### config.mk
export PLATFORM = sky130hd
export DESIGN_NAME = evt_indicator
export DESIGN_NICKNAME = d
export VERILOG_FILES = /design/src/rtl/evt_pkg.sv /design/src/rtl/evt_blink_ch.sv /design/src/rtl/evt_indicator.sv
export SDC_FILE = /design/constraint.sdc
export NUM_CORES = 1
export LEC_CHECK = 0
export ABC_AREA = 0
export CAP_MARGIN = 20
export CORE_MARGIN = 2
export CORE_UTILIZATION = 50
export CTS_CLUSTER_SIZE = 20
export DETAILED_ROUTE_END_ITERATION = 7
export PLACE_DENSITY_LB_ADDON = 0.12
export SETUP_SLACK_MARGIN = 0.4
export SYNTH_ARGS = -nofsm -noshare
export SYNTH_HDL_FRONTEND = slang
export SYNTH_SLANG_ARGS = --single-unit
### constraint.sdc
create_clock -name clk -period 2.8 [get_ports clk]
set_input_delay 0.28 -clock clk [delete_from_list [all_inputs] [get_ports clk]]
set_output_delay 0.28 -clock clk [all_outputs]
set_load 0.005 [all_outputs]
### src/rtl/evt_pkg.sv
// -----------------------------------------------------------------------------
// evt_pkg
//
// Purpose:
//   Shared definitions for the event indicator slice: the per-channel blink
//   FSM state encoding, small-sized defaults used when simulating, and a
//   helper that sizes the half-period timer.
//
// Contents:
//   evt_state_e    - IDLE=0, ON=1, OFF=2 (encoding 3 is unused)
//   HALF_SIM       - half-period used by simulation builds
//   BLINKS_SIM     - blink count used by simulation builds
//   timerWidth()   - bits needed to hold HALF-1, never less than 1
// -----------------------------------------------------------------------------
package evt_pkg;

  // Per-channel sequence state. The encoding is fixed so that waveform
  // viewers and any external decode agree on the numeric values.
  typedef enum logic [1:0] {
    IDLE = 2'd0,
    ON   = 2'd1,
    OFF  = 2'd2
  } evt_state_e;

  // Short timings so a whole blink sequence fits in a few dozen cycles.
  localparam int HALF_SIM   = 4;
  localparam int BLINKS_SIM = 2;

  // The timer counts HALF-1 down to 0, so $clog2(HALF) bits suffice.
  // HALF=1 would give zero bits, which is not a legal vector, so clamp to 1.
  function automatic int timerWidth(input int half);
    int w;
    w = $clog2(half);
    if (w < 1) begin
      w = 1;
    end
    return w;
  endfunction

endpackage

### src/rtl/evt_blink_ch.sv
// -----------------------------------------------------------------------------
// evt_blink_ch
//
// Purpose:
//   One indicator channel. A single-cycle event strobe starts a sequence of
//   BLINKS on-phases separated by off-phases, each HALF cycles long. The
//   sequence always ends on an ON phase. A strobe arriving mid-sequence
//   restarts the sequence from the beginning.
//
// Ports:
//   clk       in   system clock, rising edge
//   rst       in   asynchronous active-low reset
//   pulse     in   event strobe
//   led       out  LED drive, active-high, registered
//   busy      out  sequence in progress, registered
//   busy_nxt  out  next-state value of busy, so the parent can register an
//                  aggregate that lines up with busy in the same cycle
// -----------------------------------------------------------------------------
module evt_blink_ch
  import evt_pkg::*;
#(
  parameter int HALF   = 25_000_000,
  parameter int BLINKS = 3
) (
  input  logic clk,
  input  logic rst,
  input  logic pulse,
  output logic led,
  output logic busy,
  output logic busy_nxt
);

  localparam int TW = timerWidth(HALF);
  localparam int BW = $clog2(BLINKS + 1);

  localparam logic [TW-1:0] TIMER_LOAD = TW'(HALF - 1);
  localparam logic [BW-1:0] BLINK_LOAD = BW'(BLINKS - 1);

  evt_state_e      state_q, state_d;
  logic [TW-1:0]   timer_q, timer_d;
  logic [BW-1:0]   blink_q, blink_d;
  logic            led_q;
  logic            busy_q;

  // Next-state logic. A strobe wins over everything else, so a retrigger
  // in the same cycle that a phase would have ended still restarts cleanly.
  // The blink counter holds the number of ON phases still to come after the
  // current one; it is decremented when OFF hands back to ON, and the
  // sequence ends when an ON phase expires with the counter at zero.
  // The unused encoding 2'd3 falls into the default arm and behaves as IDLE.
  always_comb begin
    state_d = state_q;
    timer_d = timer_q;
    blink_d = blink_q;

    if (pulse) begin
      state_d = ON;
      timer_d = TIMER_LOAD;
      blink_d = BLINK_LOAD;
    end else begin
      case (state_q)
        ON: begin
          if (timer_q != '0) begin
            timer_d = timer_q - TW'(1);
          end else if (blink_q != '0) begin
            state_d = OFF;
            timer_d = TIMER_LOAD;
          end else begin
            state_d = IDLE;
            timer_d = '0;
            blink_d = '0;
          end
        end
        OFF: begin
          if (timer_q != '0) begin
            timer_d = timer_q - TW'(1);
          end else begin
            state_d = ON;
            timer_d = TIMER_LOAD;
            blink_d = blink_q - BW'(1);
          end
        end
        default: begin
          state_d = IDLE;
          timer_d = '0;
          blink_d = '0;
        end
      endcase
    end
  end

  assign busy_nxt = (state_d != IDLE);

  // State, timer, counter and the registered outputs. The outputs are
  // decoded from the next state so led/busy change in the same cycle the
  // state does, one cycle after the strobe is sampled.
  always_ff @(posedge clk or negedge rst) begin
    if (!rst) begin
      state_q <= IDLE;
      timer_q <= '0;
      blink_q <= '0;
      led_q   <= 1'b0;
      busy_q  <= 1'b0;
    end else begin
      state_q <= state_d;
      timer_q <= timer_d;
      blink_q <= blink_d;
      led_q   <= (state_d == ON);
      busy_q  <= busy_nxt;
    end
  end

  assign led  = led_q;
  assign busy = busy_q;

endmodule

### src/rtl/evt_indicator.sv
// -----------------------------------------------------------------------------
// evt_indicator
//
// Purpose:
//   Turns each conditioned button event (including the conditioned reset
//   event) into a visible LED blink sequence. Channels are fully independent:
//   no shared state, no arbitration.
//
// Ports:
//   clk       in   system clock, rising edge
//   rst       in   asynchronous active-low reset
//   pulse     in   [CH] event strobes, one per channel
//   led       out  [CH] LED drive, active-high, registered
//   busy      out  [CH] sequence in progress per channel, registered
//   any_busy  out  OR of busy, registered
// -----------------------------------------------------------------------------
module evt_indicator
  import evt_pkg::*;
#(
  parameter int CH     = 5,
  parameter int HALF   = 25_000_000,
  parameter int BLINKS = 3
) (
  input  logic          clk,
  input  logic          rst,
  input  logic [CH-1:0] pulse,
  output logic [CH-1:0] led,
  output logic [CH-1:0] busy,
  output logic          any_busy
);

  logic [CH-1:0] busy_nxt;
  logic          any_busy_q;

  // One self-contained blink channel per event line.
  for (genvar i = 0; i < CH; i++) begin : g_ch
    evt_blink_ch #(
      .HALF   (HALF),
      .BLINKS (BLINKS)
    ) u_ch (
      .clk      (clk),
      .rst      (rst),
      .pulse    (pulse[i]),
      .led      (led[i]),
      .busy     (busy[i]),
      .busy_nxt (busy_nxt[i])
    );
  end

  // Aggregate busy is built from the channels' next-state busy so that the
  // registered result is cycle-aligned with the per-channel busy flags
  // rather than trailing them by one cycle.
  always_ff @(posedge clk or negedge rst) begin
    if (!rst) begin
      any_busy_q <= 1'b0;
    end else begin
      any_busy_q <= |busy_nxt;
    end
  end

  assign any_busy = any_busy_q;

endmodule

==> results.md, run 1 <==
Yosys:
- The predominant post-synthesis flop cell is dfrtp_1.
- The post-synthesis instance total is 866.
- The synthesized netlist contains 60 unique library cells.
- The largest family of logic cells by synthesized area is simple AND/OR/NAND/NOR gates.
- After synthesis, the share of cell area in mux cells is 0.606%.
- The post-synthesis net count is 893.
- The share of synthesized flip-flops with an asynchronous set or reset is 100%.
- The area of the mapped netlist is 8260 um2.
- A synthesized cell averages 9.54 um2.
- The total number of yosys warnings is 0.
- The share of the synthesized area in compound gates (AO/OA/AOI/OAI) is 13.0%.
- The arithmetic-cell share of the synthesized area counting full adders, half adders and majority gates is 3.03%.
- Of the total synthesized cell area, the portion taken by AND, OR, NAND and NOR gates is 21.3%.
- The xor and xnor fraction of the mapped netlist area is 10.4%.
- The number of flops mapped to enable cells by yosys is 0.
- The post-synthesis sequential element count is 156.
- Summing the sequential cell areas from Yosys gives 47.2% of the chip area.

Pwr:
- Combinational logic burns 9.6% of the power.
- Internal power comes to 0.00399 W.
- The part of the total power dissipated in the clock network is 44.0%.
- The fraction of power spent switching nets is 23.2%.
- VDD sags by at most 0.482 mV.
- The register share of total power is 46.5%.
- Summed over all cells, the static leakage comes to 4.14 nW.
- In this run the power density over the cells is 518 nW/um2.
- For this design the total switching power over the nets is 0.00121 W.

Cells and area:
- In the final layout, the multi-input gates occupy 4310 um2.
- Of the cells placed in the final design, the portion with a size suffix greater than 1 is 18.5%.
- The final layout contains 969 nets.
- In the layout the commonest cells are dfrtp_1 (155), nor2_1 (109), buf_4 (66).
- Leaving out fill and tap cells, the most frequent cell in the layout is dfrtp_1.
- The sequential standard cell area is 3910 um2.
- Relative to the synthesized area, the layout overhead comes to 21.5%.
- The count of filler cells inserted in the layout is 1376.
- The total inserted antenna cells is 0.

Drt:
- The final routed wire length divided by cell count is 15.4 um.
- Summing over every cut layer, the via total after detailed routing is 6482.
- The count of antenna-violating nets left after detailed routing is 0.
- The DRC violation count after routing is 0.
- The detailed router's first-iteration violation count is 477.
- In the routed layout, each cell is associated on average with a via count of 5.54.
- Wires add up to 18000 um.
- The detailed-routing iteration count for the pre-antenna-repair pass is 5.

Global route:
- The number of global-route vias before repair is 6442.
- The number of antenna violations at the first check in global routing came to 0.
- The first global-routing pass estimated 30300 um of wire.
- In this run the most used layer during global routing was met2.
- For this run the aggregate overflow at the end of global routing stands at 0.
- The maximum number of pins on one net before global-route repair is 55.
- In the global route stage, met1 resource usage came out at 27.3%.
- The global routing usage summed across all routing layers is 21.2%.
- The global routing usage on met2 is 34.9%.
- The fraction of met3 tracks used by global routing is 4.83%.

STA:
- The setup TNS is 0 ns.
- At the pin with the least slew margin, the transition time is 0.594 ns.
- The final worst clock skew is 0.00899 ns.
- Setup violations remaining at the end of the flow were counted as 0.
- Based on the critical path, the design can be clocked at up to 378 MHz.
- Setup repair after global routing could not meet its margin everywhere.
- The routed design could run at a clock period as short as 2.65 ns.
- The total count of hold-check failures in the final report came to 0.
- The max-slew violation total from the final report was 0.
- Final hold analysis gives a worst-case slack of 0.382 ns.
- The ratio of final minimum period to clock period is 94.6%.
- In this run the tightest slew margin relative to its limit is 60.4%.

Setup path:
- The flop-to-flop setup slack is 0.15 ns.
- Counting cells, the worst reg-to-reg path comes to 7.
- Traced cell by cell, the critical path runs through or4_1 -> or4_4 -> buf_6 -> o31ai_4 -> a21o_2 -> a31oi_1 -> or2_2.
- The arrival time at the worst endpoint is 2.96 ns.
- The end point of the critical path is g_ch[1].u_ch.timer_q[3].
- The type of the worst setup path is reg2reg.
- The worst register-to-register path begins at g_ch[1].u_ch.timer_q[17].
- STA classifies the critical path startpoint as a register.
- The number of buffers and inverters on the critical path is 1.
- The slowest stage of the critical path belongs to the cell or4_4.
- Along the worst path, the maximum fanout reaches 5.
- The worst register-to-register path ends at g_ch[1].u_ch.timer_q[3].
- The cell family contributing the most delay on the critical path is simple AND/OR/NAND/NOR gates.
- For the worst setup path, the data required time is 3.12 ns.
- The critical path runs through a total of 7 cells.
- The most critical setup path has its startpoint at g_ch[1].u_ch.timer_q[17].
- The worst setup path is captured at a register.
- On the worst path, the slowest cell contributes a delay of 0.58 ns.

Die:
- During I/O placement, the number of pins put on the boundary was 18.
- The floorplan step set the die width to 133 um.
- The initialized floorplan defines 46 standard-cell rows.
- Measured along the y axis, the die boundary spans 133 um.
- Once the floorplan was initialized, standard cells occupied 51.6% of the core.
- The floorplan step defined a die boundary enclosing 17600 um2.
- The floorplan core area is 16000 um2.

Clock tree:
- The longest clock path from root to sink contains 2 buffers.
- At the later pin of the worst-skew pair, clock insertion delay measures 0.43 ns.
- The clock transition at the registers of the reported paths is 0.06 ns.
- The clock drives 156 sinks.
- CTS placed an instance of clkbuf_16 at the clock tree root.
- The H-tree was split into 4 levels.
- The clock tree from TritonCTS is yes.
- Counting the buffers created by CTS gives 17.

Min path:
- The path category of the worst min-delay check is in2async.

Placement:
- The HPWL reported at the end of detailed placement is 11800 um.
- In this run the tool buffered the top-level ports with 17 buffer cells.
- The weighted congestion reported at the end of routability-driven placement is 0.805.

Run status:
- The run finished with clean final reports.

Run:
- Across the run, the number of max-cap violations was 0.
logic make-up after synthesis:
family	Yosys count
adder cells (fa/ha/maj)	20
XOR/XNOR	98
flip-flops	156
multiplexers	5
AO/OA/AOI/OAI	157
AND/OR/NAND/NOR	344
buffers and inverters	86
cell type report:
cell class	count	share of cell area, %
multi-input cells	625	42.9
flip-flops and latches	156	38.9
repair buffers	94	7.95
clock buffers	21	4.58
well taps	216	2.69
inverters	48	1.79
clock inverters	9	1.20
stage by stage:
stage / power [W] / instances / util [%] / area (um2) / worst slack, ns
floorplan: 0.00271 / 866 / - / 8390 / 0.0612
global placement: 0.00286 / 1098 / 55.5 / 8880 / 0.110
detailed placement: 0.00288 / 1098 / 55.5 / 8880 / 0.0175
CTS: 0.00522 / 1147 / 60.6 / 9690 / 0.160
global route: 0.00543 / 1169 / 62.8 / 10000 / 0.0731
finish: 0.00520 / 1169 / 62.8 / 10000 / 0.152
power groups by stage:
stage	registers, W	logic (W)	clock network (W)
final	0.00242	0.000498	0.00229
after floorplan	0.00243	0.000277	0
after global routing	0.00243	0.000553	0.00245
after CTS	0.00241	0.000453	0.00235
after global placement	0.00245	0.000411	0
after detailed placement	0.00245	0.000426	0
worst min-delay path by stage:
stage,start,end,slack [ns],cells after the start
2_1_floorplan,rst,any_busy,-0.02,0
3_3_place_gp,rst,g_ch[2].u_ch.timer_q[9],0.27,1
3_5_place_dp,rst,g_ch[2].u_ch.timer_q[9],0.28,1
4_1_cts,rst,g_ch[2].u_ch.timer_q[6],0.39,2
5_1_grt,rst,g_ch[2].u_ch.timer_q[3],0.41,2
6_report,rst,g_ch[2].u_ch.timer_q[8],0.38,2
Yosys cell counts, drive strengths merged (2+ instances only):
cell / instances / area [um2]
o41ai: 2 / 17.5
nor2: 111 / 417
nand3: 9 / 45.0
and2: 5 / 31.3
nand3b: 2 / 15.0
o21ai: 25 / 125
a21o: 53 / 398
o211a: 2 / 20.0
buf: 15 / 105
or4: 21 / 165
a21oi: 30 / 150
ha: 20 / 250
or2: 16 / 100
xnor2: 57 / 499
o311ai: 2 / 17.5
a211o: 3 / 26.3
nor3b: 2 / 15.0
xor2: 41 / 359
mux2i: 5 / 50.1
a211oi: 2 / 20.0
or3: 19 / 119
o21bai: 9 / 67.6
or4b: 4 / 40.0
nand2: 60 / 225
inv: 48 / 180
o211ai: 3 / 22.5
a31oi: 3 / 18.8
nand4: 8 / 50.1
nor4bb: 2 / 20.0
clkbuf: 23 / 86.3
nor3: 34 / 175
nand2b: 7 / 43.8
or3b: 4 / 35.0
o31ai: 12 / 90.1
nor2b: 8 / 50.1
a32o: 2 / 20.0
nor4: 29 / 188
dfrtp: 156 / 3900
state kept, by name, indices dropped and copies added (netlist names):
| name | flops |
|---|---|
| g_ch.u_ch.busy | 5 |
| g_ch.u_ch.blink_q | 10 |
| g_ch.u_ch.timer_q | 125 |
| g_ch.u_ch.state_q | 10 |
| g_ch.u_ch.led | 5 |
| any_busy | 1 |
per-layer routing:
metal  wire (um)  vias to the layer above
met3         604                       30
met5           0                        -
met2        8600                      123
li1            -                     3142
met4         329                        0
met1        8430                     3187
repair_timing:
item                                    4_1_cts  5_1_grt
hold endpoints to repair                     51        0
pin swaps                                    10       23
cloned                                        0        1
hold buffers                                  1        0
resized for setup                            20       41
setup buffers                                18       21
endpoints found under the setup margin       75       98
(Power assumes the default switching activity.)
==> run 2: changes to the inputs <==
Clock period 2.8 ns to 3.3 ns, I/O delays scaled along.
==> run 2 against run 1 <==
  * Worst setup slack improved by 0.35 ns
  * Critical path depth unchanged
  * Core utilization decreased by 4.8 points
  * Power decreased by 20%
  * Critical endpoint is now g_ch[3].u_ch.timer_q[3]
  * Largest cell class unchanged
  * Register-to-register slack improved by 0.35 ns
  * Final area decreased by 7.6%
  * Highest routed layer unchanged
  * Clock-buffer cell count increased by 2
==> results.md, run 2 (synthesis results as in run 1) <==
Clock tree:
- The clock tree from TritonCTS is yes.
- Clock tree synthesis selected as its root buffer the cell clkbuf_16.
- The clock transition at the registers of the reported paths was 0.06 ns (about the same).
- The H-tree depth is 4 (unchanged).
- The number of clock buffers inserted by TritonCTS was 17 (unchanged).
- The CTS sink count is 156 (unchanged).
- The number of buffers on the longest clock path is 2 (unchanged).
- The later-pin clock latency in the skew report is 0.42 ns (about the same).

Pwr:
- The power density relative to cell area is 450 nW/um2 (-13%).
- The worst-case vdd ir drop is 0.384 mV (-20%).
- The static leakage is 3.77 nW (-9.0%).

Drt:
- The detailed-routing iteration count for the pre-antenna-repair pass came to 4 (-1).
- The detailed router's first-iteration violation count is 353 (-26%).
- The sum of met3 wire segment lengths after detailed routing was 452 um (-25%).
- The final routed wire length divided by cell count is 14.9 um (-3.0%).
- The DRC violation count after routing came to 0 (unchanged).
- Routed signal wires occupy layers up through met4.
- The via density per instance is 5.56 (+0.28%).
- The wire length reported by the detailed router is 16600 um (-7.5%).
- The met2 wire length is 8320 um (-3.3%).
- The wire length the detailed router placed on met1 is 7700 um (-8.6%).
- The total vias in the final route is 6200 (-4.4%).
- The count of antenna-violating nets left after detailed routing came to 0 (unchanged).

Global route:
- The maximum number of pins on one net before global-route repair is 69 (+25%).
- The number of antenna violations at the first check in global routing is 0 (unchanged).
- The global routing usage summed across all routing layers is 20.3% (-0.87 points).
- The wire length of the first global-routing pass is 29400 um (-2.7%).
- The remaining global-route overflow came to 0 (unchanged).
- The number of global-route vias before repair is 6272 (-2.6%).

STA:
- The ratio of final minimum period to clock period was 84.8% (-9.8 points).
- The worst relative slew slack came to 34.7% (-26 points).
- The highest attainable clock frequency came to 357 MHz (-5.4%).
- The number of endpoints failing setup at the final stage is 0 (unchanged).
- The total count of hold-check failures in the final report was 0 (unchanged).
- Setup repair after global routing could not meet its margin everywhere.
- The max-slew violation total from the final report is 0 (unchanged).
- The slew at the pin with the worst max-slew slack is 0.976 ns (+0.382 ns).
- The setup TNS came to 0 ns (unchanged).
- The final worst clock skew was 0.0112 ns (+0.00220 ns).
- The post-layout minimum cycle time is 2.80 ns (+0.150 ns).

Die:
- The floorplan core area was 16000 um2 (unchanged).
- The die footprint is 17600 um2 (unchanged).
- The starting density of the core was 51.6% (unchanged).
- The die outline width is 133 um (unchanged).
- The height of the die is 133 um (unchanged).
- The number of placement rows is 46 (unchanged).
- The top-level port count is 18 (unchanged).

Cells and area:
- The total inserted antenna cells is 0 (unchanged).
- The share of the core filled with cells in the final layout came to 58.0% (-4.8 points).
- The area occupied by multi-input gates is 4010 um2 (-6.9%).
- The final net count was 916 (-5.5%).
- The final design instance area without fill is 9280 um2 (-7.6%).
- The largest registers in the layout are g_ch.u_ch.timer_q x125, g_ch.u_ch.blink_q x10, g_ch.u_ch.state_q x10.
- Compared with the post-synthesis result, the final layout area differs by 12.3%.
- The number of flip-flops under the largest register name is 125 (unchanged).
- The count of filler cells inserted in the layout is 1451 (+5.5%).
- The register with the highest flop count is g_ch.u_ch.timer_q.
- The most frequent standard cell in the layout excluding fill and tap cells is dfrtp_1.
- The sequential standard cell area is 3900 um2 (about the same).
- The top cell types in the final layout, fill and taps aside, are dfrtp_1 (156), nor2_1 (111), nand2_1 (60).
- The fraction of layout cells with a size suffix above 1 is 9.34% (-9.1 points).

Run status:
- The flow ran to the end, and the final reports show no timing, DRC or antenna violations.

Setup path:
- The critical register-to-register path endpoint is g_ch[3].u_ch.timer_q[3].
- The maximum fanout along the worst path was 9 (+4).
- The required time of the critical path was 3.61 ns (+0.49 ns).
- The kind of launch point of the worst setup path is a register.
- In this run the critical register-to-register path is launched from g_ch[3].u_ch.timer_q[13].
- The worst setup path is captured at a register.
- The flop-to-flop setup slack is 0.50 ns (+0.35 ns).
- The arrival time at the worst endpoint is 3.11 ns (+0.15 ns).
- The depth of the worst register-to-register path is 7 (unchanged).
- The type of the worst setup path is reg2reg.

Min path:
- The min-delay analysis places its worst path in the category in2async.

Placement:
- The post-placement cell area is 8690 um2 (-2.2%).
- The number of I/O port buffers is 17 (unchanged).
- The weighted congestion reported at the end of routability-driven placement is 0.847 (+5.3%).
- The HPWL reported at the end of detailed placement is 11500 um (-2.3%).

Run:
- The number of maximum-capacitance constraint violations is 0 (unchanged).
==> run 2: where the power goes <==
part	switching (W)	internal [W]	leakage (nW)
registers	0.0000660	0.00198	1.79
clock network	0.000737	0.00104	0.263
logic	0.000198	0.000144	1.71
total	0.00100	0.00317	3.77
==> run 2: repair_timing <==
| action | 4_1_cts | 5_1_grt |
|---|---|---|
| hold endpoints to repair | 66 | 0 |
| gates resized for setup | 2 | 5 |
| hold buffers | 1 | 0 |
| setup endpoints to repair | 18 | 23 |
| buffers inserted | 1 | 2 |
| pin swaps | 1 | 1 |
| gates cloned | 0 | 0 |
==> run 2: metal layers <==
layer	vias to the layer above	GRT usage (%)
met5	-	0
met4	0	7.05
met3	15	3.49
met2	79	34.3
met1	3071	26.5
li1	3035	-
==> run 2: per-stage QoR <==
step	worst slack, ns	total power (W)	hold WS [ns]	instances
global route	0.388	0.00437	0.513	1115
floorplan	0.390	0.00230	0.0344	866
CTS	0.414	0.00423	0.490	1113
global placement	0.342	0.00241	0.377	1081
detailed placement	0.288	0.00242	0.390	1082
finish	0.502	0.00417	0.489	1115
==> run 2: area by class of cell <==
class                           count  share of cell area [%]
Sequential cell                   156                    42.1
Tap cell                          216                    2.91
Inverter                           48                    1.94
Multi-Input combinational cell    624                    43.2
Clock buffer                       23                    5.37
Timing Repair Buffer               42                    4.03
Clock inverter                      6                   0.418
==> run 2: how the worst max path moves through the flow <==
| stage | from | to | slack, ns |
|---|---|---|---|
| after floorplan | g_ch[1].u_ch.timer_q[0] | any_busy | 0.39 |
| final | g_ch[3].u_ch.timer_q[13] | g_ch[3].u_ch.timer_q[3] | 0.50 |
| after CTS | g_ch[1].u_ch.timer_q[0] | any_busy | 0.41 |
| after global placement | g_ch[1].u_ch.timer_q[0] | g_ch[1].u_ch.timer_q[10] | 0.34 |
| after detailed placement | g_ch[1].u_ch.timer_q[0] | g_ch[1].u_ch.timer_q[10] | 0.29 |
| after global routing | g_ch[1].u_ch.timer_q[0] | g_ch[1].u_ch.blink_q[0] | 0.39 |
==> run 2: worst max-delay path: stages (launching register included) <==
cell and delay [ns]:
dfrtp_1 0.40, or4_1 0.58, or2_2 0.35, or4b_1 0.51, o21ai_1 0.18, a21oi_1 0.24, buf_4 0.25, a21o_1 0.16
